===== config.mk =====
export PLATFORM = sky130hd
export DESIGN_NAME = decoder_scan_ctrl
export DESIGN_NICKNAME = d
export VERILOG_FILES = /design/src/rtl/decoder_scan_ctrl.sv
export SDC_FILE = /design/constraint.sdc
export NUM_CORES = 1
export LEC_CHECK = 0
export ABC_AREA = 0
export CAP_MARGIN = 20
export CORE_ASPECT_RATIO = 1.4
export CORE_MARGIN = 3
export CORE_UTILIZATION = 30
export DETAILED_ROUTE_END_ITERATION = 10
export PLACE_DENSITY_LB_ADDON = 0.25
export SLEW_MARGIN = 20
export SYNTH_ARGS = -nofsm -noshare
export SYNTH_HDL_FRONTEND = slang
export SYNTH_SLANG_ARGS = --single-unit

===== constraint.sdc =====
create_clock -name iClk -period 2.1 [get_ports iClk]
set_clock_uncertainty 0.1 [all_clocks]
set_input_delay 0.42 -clock iClk [delete_from_list [all_inputs] [get_ports iClk]]
set_output_delay 0.42 -clock iClk [all_outputs]
set_load 0.005 [all_outputs]

===== src/rtl/decoder_scan_ctrl.sv =====
`default_nettype none
// +----------------------------------------------------------------------------+
// | decoder_scan_ctrl: walks a 5-bit index first..last with a programmable     |
// | dwell, once or continuously, feeding a 5-to-32 decoder. Optional macro:    |
// | SCAN_PAUSE_EN (adds iPause).                                               |
// | Revision: 1.0                                                              |
// +----------------------------------------------------------------------------+
module decoder_scan_ctrl #(
  parameter int DIV_W = 16
) (
  input  logic             iClk,
  input  logic             iRst_n,
  input  logic             iStart,
  input  logic             iStop,
  input  logic             iMode,
  input  logic [4:0]       iFirst,
  input  logic [4:0]       iLast,
  input  logic [DIV_W-1:0] iDiv,
`ifdef SCAN_PAUSE_EN
  input  logic             iPause,
`endif
  output logic [4:0]       oData,
  output logic             oEna,
  output logic             oBusy,
  output logic             oDone,
  output logic             oWrap
);

  typedef enum logic [1:0] {
    S_IDLE = 2'd0,
    S_RUN  = 2'd1,
    S_DONE = 2'd2
  } state_t;

  state_t           r_state, w_stateNxt;
  logic [4:0]       r_data, w_dataNxt;
  logic             r_ena, w_enaNxt;
  logic             r_busy, w_busyNxt;
  logic             r_done, w_doneNxt;
  logic             r_wrap, w_wrapNxt;
  logic [DIV_W-1:0] r_cnt, w_cntNxt;
  logic [4:0]       r_first, r_last;
  logic [DIV_W-1:0] r_div;
  logic             r_mode, r_down;
  logic             w_load;
  logic             w_pause;

`ifdef SCAN_PAUSE_EN
  assign w_pause = iPause;
`else
  assign w_pause = 1'b0;
`endif

  always_comb begin
    w_stateNxt = r_state;
    w_dataNxt  = r_data;
    w_enaNxt   = r_ena;
    w_busyNxt  = r_busy;
    w_cntNxt   = r_cnt;
    w_doneNxt  = 1'b0;
    w_wrapNxt  = 1'b0;
    w_load     = 1'b0;
    case (r_state)
      S_IDLE: begin
        w_dataNxt = 5'd0;
        w_enaNxt  = 1'b0;
        w_busyNxt = 1'b0;
        w_cntNxt  = '0;
        if (iStart && !iStop) begin
          w_stateNxt = S_RUN;
          w_load     = 1'b1;
          w_dataNxt  = iFirst;
          w_enaNxt   = 1'b1;
          w_busyNxt  = 1'b1;
        end
      end
      S_RUN: begin
        // Stop outranks pause, step, wrap and done.
        if (iStop) begin
          w_stateNxt = S_IDLE;
          w_dataNxt  = 5'd0;
          w_enaNxt   = 1'b0;
          w_busyNxt  = 1'b0;
          w_cntNxt   = '0;
        end else if (!w_pause) begin
          if (r_cnt != r_div) begin
            w_cntNxt = r_cnt + DIV_W'(1);
          end else if (r_data != r_last) begin
            w_dataNxt = r_down ? (r_data - 5'd1) : (r_data + 5'd1);
            w_cntNxt  = '0;
          end else if (r_mode) begin
            w_dataNxt = r_first;
            w_cntNxt  = '0;
            w_wrapNxt = 1'b1;
          end else begin
            w_stateNxt = S_DONE;
            w_dataNxt  = 5'd0;
            w_enaNxt   = 1'b0;
            w_busyNxt  = 1'b0;
            w_cntNxt   = '0;
            w_doneNxt  = 1'b1;
          end
        end
      end
      default: begin
        // DONE lasts one cycle and never accepts a start.
        w_stateNxt = S_IDLE;
        w_dataNxt  = 5'd0;
        w_enaNxt   = 1'b0;
        w_busyNxt  = 1'b0;
        w_cntNxt   = '0;
      end
    endcase
  end

  always_ff @(posedge iClk or negedge iRst_n) begin
    if (!iRst_n) begin
      r_state <= S_IDLE;
      r_data  <= 5'd0;
      r_ena   <= 1'b0;
      r_busy  <= 1'b0;
      r_done  <= 1'b0;
      r_wrap  <= 1'b0;
      r_cnt   <= '0;
    end else begin
      r_state <= w_stateNxt;
      r_data  <= w_dataNxt;
      r_ena   <= w_enaNxt;
      r_busy  <= w_busyNxt;
      r_done  <= w_doneNxt;
      r_wrap  <= w_wrapNxt;
      r_cnt   <= w_cntNxt;
    end
  end

  always_ff @(posedge iClk or negedge iRst_n) begin
    if (!iRst_n) begin
      r_first <= 5'd0;
      r_last  <= 5'd0;
      r_div   <= '0;
      r_mode  <= 1'b0;
      r_down  <= 1'b0;
    end else if (w_load) begin
      r_first <= iFirst;
      r_last  <= iLast;
      r_div   <= iDiv;
      r_mode  <= iMode;
      r_down  <= (iFirst > iLast);
    end
  end

  assign oData = r_data;
  assign oEna  = r_ena;
  assign oBusy = r_busy;
  assign oDone = r_done;
  assign oWrap = r_wrap;

endmodule
`default_nettype wire


==> results of run 1 <==
kinds of logic after synthesis:
| group | after synthesis |
|---|---|
| AND/OR/NAND/NOR | 137 |
| flip-flops | 54 |
| XOR/XNOR | 36 |
| AO/OA/AOI/OAI | 28 |
| buffers and inverters | 16 |
| adder cells (fa/ha/maj) | 10 |
| multiplexers | 7 |
worst paths after layout:
check / startpoint / end / slack (ns) / cells past startpoint
hold reg to reg: r_first[1] / r_first[1] / 0.38 / 2
setup reg to reg: oData[0] / oData[4] / 0.13 / 6
setup / recovery: oData[0] / oData[4] / 0.13 / 6
min in group iClk: r_first[1] / r_first[1] / 0.38 / 2
hold / removal: iRst_n / r_last[1] / 0.002 / 2
max in group asynchronous: iRst_n / oData[0] / 1.63 / 2
Yosys cell counts (all sizes together), types with 2 or more instances:
cell type / instances
nand2: 82
dfrtp: 54
xnor2: 26
nor2: 20
o21ai: 12
nand3: 10
xor2: 10
ha: 9
inv: 8
a21oi: 7
nand4: 7
clkbuf: 5
and3: 4
mux2: 4
a21o: 3
and2: 3
buf: 3
mux2i: 3
nand2b: 3
nor3: 2
o31ai: 2
or3: 2
registers in the layout, summed over array words and instances, names as in the netlist:
name and flops:
r_cnt 16, r_first 5, r_last 5, oDone 1
oBusy 1, r_down 1, oData 5, r_mode 1
r_div 16, r_state 2, oWrap 1
area by class of cell:
| cell class | instances | area share |
|---|---|---|
| tap | 105 | 0.0369 |
| timing repair buffer | 59 | 0.158 |
| multi-input combinational | 218 | 0.374 |
| sequential | 54 | 0.380 |
| clock inverter | 2 | 0.00352 |
| clock buffer | 6 | 0.0390 |
| inverter | 8 | 0.00844 |
through the flow:
| stage | power (mW) | instances | area (sq um) | utilization | worst slack (ns) |
|---|---|---|---|---|---|
| 2_1_floorplan | 1.64 | 288 | 2750 | - | 0.223 |
| 3_3_place_gp | 1.90 | 444 | 3400 | 0.388 | -0.0434 |
| 3_5_place_dp | 1.92 | 444 | 3400 | 0.388 | -0.126 |
| 4_1_cts | 2.78 | 452 | 3550 | 0.405 | 0.0721 |
| 5_1_grt | 2.90 | 452 | 3560 | 0.406 | 0.00848 |
| 6_report | 2.74 | 452 | 3560 | 0.406 | 0.131 |
timing repair:
| item | CTS | global route |
|---|---|---|
| resized for setup | 0 | 2 |
| setup endpoints to repair | 0 | 4 |
| buffers inserted | 0 | 0 |
worst max-delay path: cells and delay by family (launching register included):
family	cells	cell delay, ns
AOI/OAI and AO/OA	4	0.76
xor gates and xnor gates	1	0.10
adders and majority gates	1	0.46
DFF	1	0.46
layer usage:
layer  vias to the layer above  part of all wire  track usage
li1                       1057                 -            -
met1                       996              0.42        0.160
met2                        34              0.51        0.229
met3                        14             0.037       0.0242
met4                         0             0.031       0.0546
met5                         -                 0            0
power breakdown:
group	leakage [nW]	switching [mW]	internal [mW]	total (mW)
registers	0.704	0.117	1.16	1.28
clock network	0.0729	0.371	0.473	0.844
logic	0.864	0.284	0.327	0.611
total	1.64	0.772	1.96	2.74
==> results.json, run 1 <==
{
  "rsz0062_at_grt": "false",
  "slew_headroom": 0.738,
  "synth_seq_cells": 54,
  "synth_top_area_share": 0.492,
  "post-route-period-util": 0.937,
  "drive_above_1_share": 0.112,
  "vias": 2101,
  "timing.max_cap.violations": 0,
  "setup_viol": 0,
  "cts_htree_levels": 2,
  "final_common_cell": "nand2_1",
  "dpl.hpwl_mm": 4.70,
  "drt_wl_total_mm": 6.38,
  "endpoint_kind": "flop",
  "grt_pass1_wl_mm": 10.8,
  "hold_viol": 0,
  "ant_nets": 0,
  "holdWs_ns": 0.00173,
  "synth-compound-area-share": 0.0606,
  "fin_crit_ns": 1.97,
  "drv_slew": 0,
  "hold_path.class": "input port to async pin",
  "p_per_area_mw_per_mm2": 769,
  "yosysUniqueCellTypes": 38,
  "synth_adder_area_share": 0.0483,
  "syn_area_sq_mm": 0.00275,
  "async_flop_share": 1.00,
  "nFillCells": 841,
  "postCtsHoldBufs": 0,
  "layout_common_cells": "nand2_1 (82), dfrtp_1 (53), clkdlybuf4s50_1 (38)",
  "avgSynthCellArea_sq_um": 9.54,
  "crit_top_cell": "a21oi_1",
  "cts.clk_slew.worst_paths_ns": 0.07,
  "port_buffers": 39,
  "crit_required_ns": 2.22,
  "synthMuxAreaShare": 0.0301,
  "yosys.area.top_type": "dfrtp_1",
  "cts_buffer_depth": 2,
  "peakVddDrop_mv": 0.420,
  "first_pass_iters": 4,
  "nNetsFinal": 387,
  "grt_pass1_vias": 2241,
  "cts_buffers": 5,
  "tns_ns": 0,
  "synth_area_leaders": "dfrtp_1 (49%), nand2_1 (11%), xnor2_1 (8.3%)",
  "syn-instance-count": 288,
  "antenna_found_initial": 0,
  "critPathMaxStageDelay_ns": 0.46,
  "clkLatencyLatePin_ns": 0.30,
  "viasPerCell": 4.65,
  "initial_core_util": 0.314,
  "synth-simple-area-share": 0.226,
  "leakage_nw": 1.64,
  "gr-usage-all-layers": 0.133,
  "seq_area_sq_mm": 0.00135,
  "synth_xor_area_frac": 0.115,
  "drc": 0,
  "worstPathCellList": "fa_1 -> a21o_1 -> a21oi_1 -> xnor2_1 -> o311a_1 -> a21oi_1",
  "arrival_ns": 2.09,
  "synth_nets": 329,
  "yosys_warnings": 0,
  "fmax_mhz": 508,
  "routedWlPerCell_um": 14.1,
  "die_w_um": 86.9,
  "n_antenna_cell": 0,
  "cp_max_fo": 5,
  "critPathKind": "flop to flop",
  "num_rows": 40,
  "cp-start-kind": "flop",
  "cts_num_sinks": 54,
  "io_pins": 40,
  "crit_slowest_cell": "dfrtp_2",
  "core_sq_mm": 0.00876,
  "ys_seq_area_frac": 0.492,
  "place_congestion": 0.794,
  "cts_tree": "yes",
  "fp.dieH_um": 119,
  "synth_top_family_by_area": "simple AND/OR/NAND/NOR gates",
  "dr.first_iter.drc_count": 90,
  "synth-main-ff-cell": "dfrtp_1",
  "synth_edf_count": 0,
  "syn_to_final_growth_pct": 29.6,
  "grt_max_degree": 55,
  "dieArea_sq_mm": 0.0104,
  "root_buffer": "clkbuf_16",
  "status": "finished, final reports clean",
  "overflow": 0,
  "worstMarginPinSlew_ns": 0.390,
  "multi_input_area_sq_mm": 0.00133
}
Note: power is estimated with default switching activity, not from simulation.
==> run 2: changes to the inputs <==
--- a/config.mk
+++ b/config.mk
@@ -11,6 +11,7 @@
 export CORE_MARGIN = 3
 export CORE_UTILIZATION = 30
 export DETAILED_ROUTE_END_ITERATION = 10
+export MAX_ROUTING_LAYER = met4
 export PLACE_DENSITY_LB_ADDON = 0.25
 export SLEW_MARGIN = 20
 export SYNTH_ARGS = -nofsm -noshare
==> run 2 against run 1 <==
Effect of this change:
- the run now ends with negative hold slack left
- die area unchanged
- power up 0.13%
- count of clock-buffer cells in the layout unchanged
- cell count unchanged
- critical path type unchanged
- critical endpoint unchanged
==> results.json, run 2 (synthesized netlist as in run 1, its figures left out) <==
{
  "status": "finished, violations left",
  "violations": "negative hold slack",
  "fin_crit_ns": 1.97,
  "layout.cells.non_filler": 452,
  "arrival_ns": 2.09,
  "io_pins": 40,
  "clkLatencyLatePin_ns": 0.30,
  "place_inst": 444,
  "antenna_found_initial": 0,
  "setup_viol": 0,
  "critPathKind": "flop to flop",
  "drt_wl_total_mm": 6.38,
  "routedWlPerCell_um": 14.1,
  "final_common_cell": "nand2_1",
  "layout_common_cells": "nand2_1 (82), dfrtp_1 (53), clkdlybuf4s50_1 (38)",
  "ff2ff_setup_slack_ns": 0.13,
  "core_sq_mm": 0.00876,
  "overflow": 0,
  "p_per_area_mw_per_mm2": 770,
  "dpl_worst_slack_ns": -0.126,
  "place_congestion": 0.805,
  "leakage_nw": 1.64,
  "fin_ws_ns": 0.134,
  "nFillCells": 841,
  "num_rows": 40,
  "hold_viol": 1,
  "cts_buffers": 5,
  "drv_slew": 0,
  "cts_num_sinks": 54,
  "crit_required_ns": 2.23,
  "holdWs_ns": -0.000149,
  "dr.first_iter.drc_count": 85,
  "worstMarginPinSlew_ns": 0.390,
  "nNetsFinal": 387,
  "peakVddDrop_mv": 0.420,
  "grt_max_degree": 55,
  "top_regs": "r_cnt: 16 flops, r_div: 16 flops",
  "viasPerCell": 4.67,
  "ant_nets": 0,
  "grt_pass1_wl_mm": 10.8,
  "grt_pass1_vias": 2236,
  "vias": 2111,
  "cts_tree": "yes",
  "cp-start-kind": "flop",
  "first_pass_iters": 4,
  "n_antenna_cell": 0,
  "dieArea_sq_mm": 0.0104,
  "hold_path.class": "input port to async pin",
  "endpoint_kind": "flop",
  "cts_buffer_depth": 2,
  "initial_core_util": 0.314,
  "port_buffers": 39,
  "root_buffer": "clkbuf_16",
  "cp_max_fo": 5,
  "gr-usage-all-layers": 0.137,
  "die_w_um": 86.9,
  "dpl.hpwl_mm": 4.70,
  "drive_above_1_share": 0.112,
  "cts_htree_levels": 2,
  "cts.clk_slew.worst_paths_ns": 0.07,
  "fp.dieH_um": 119,
  "drc": 0,
  "timing.max_cap.violations": 0,
  "post-route-period-util": 0.936,
  "syn_to_final_growth_pct": 29.6,
  "fmax_mhz": 509,
  "multi_input_area_sq_mm": 0.00133,
  "seq_area_sq_mm": 0.00135,
  "rsz0062_at_grt": "false",
  "slew_headroom": 0.738
}
==> run 2: cell counts in the layout (fill, tap and decap cells not counted) <==
No cell type changed its count.
==> run 2: final timing paths <==
path,cells after the start,startpoint,to
max,6,oData[0],oData[4]
min reg2reg,2,r_first[3],r_first[3]
max in group asynchronous,2,iRst_n,oData[0]
min in group iClk,2,r_first[3],r_first[3]
max reg2reg,6,oData[0],oData[4]
min,2,iRst_n,r_last[1]
==> run 2: timing repair <==
action | in CTS | in global routing
buffers inserted | 0 | 0
gates resized for setup | 0 | 2
endpoints found under the hold margin | 0 | 0
setup endpoints to repair | 0 | 4
hold buffers | 0 | 0
==> run 2: per-stage QoR <==
step | util | instance area, sq um | TNS (ns) | power [mW]
finish | 0.406 | 3560 | 0 | 2.74
global route | 0.406 | 3560 | 0 | 2.90
CTS | 0.405 | 3550 | 0 | 2.78
detailed placement | 0.388 | 3400 | -0.126 | 1.92
global placement | 0.388 | 3400 | -0.0434 | 1.90
floorplan | - | 2750 | 0 | 1.64
==> run 2: critical path: stages (launching register included) <==
cell     delay [ns]
dfrtp_2        0.46
fa_1           0.46
a21o_1         0.17
a21oi_1        0.17
xnor2_1        0.10
o311a_1        0.29
a21oi_1        0.13
==> run 2: routing by layer <==
| layer | wire length (um) | vias to the layer above | track usage |
|---|---|---|---|
| li1 | - | 1056 | - |
| met2 | 3230 | 34 | 0.228 |
| met4 | 197 | 0 | 0.0546 |
| met5 | 0 | - | - |
| met1 | 2730 | 1008 | 0.161 |
| met3 | 225 | 13 | 0.0256 |
==> run 2: layout make-up <==
class | instances | area share
clock buffers | 6 | 0.0390
clock inverters | 2 | 0.00352
inverters | 8 | 0.00844
multi-input cells | 218 | 0.374
flip-flops and latches | 54 | 0.380
well taps | 105 | 0.0369
repair buffers | 59 | 0.158
==> run 2: power by group <==
part / internal (mW) / switching, mW
logic: 0.327 / 0.284
registers: 1.16 / 0.118
clock network: 0.473 / 0.374
total: 1.96 / 0.776
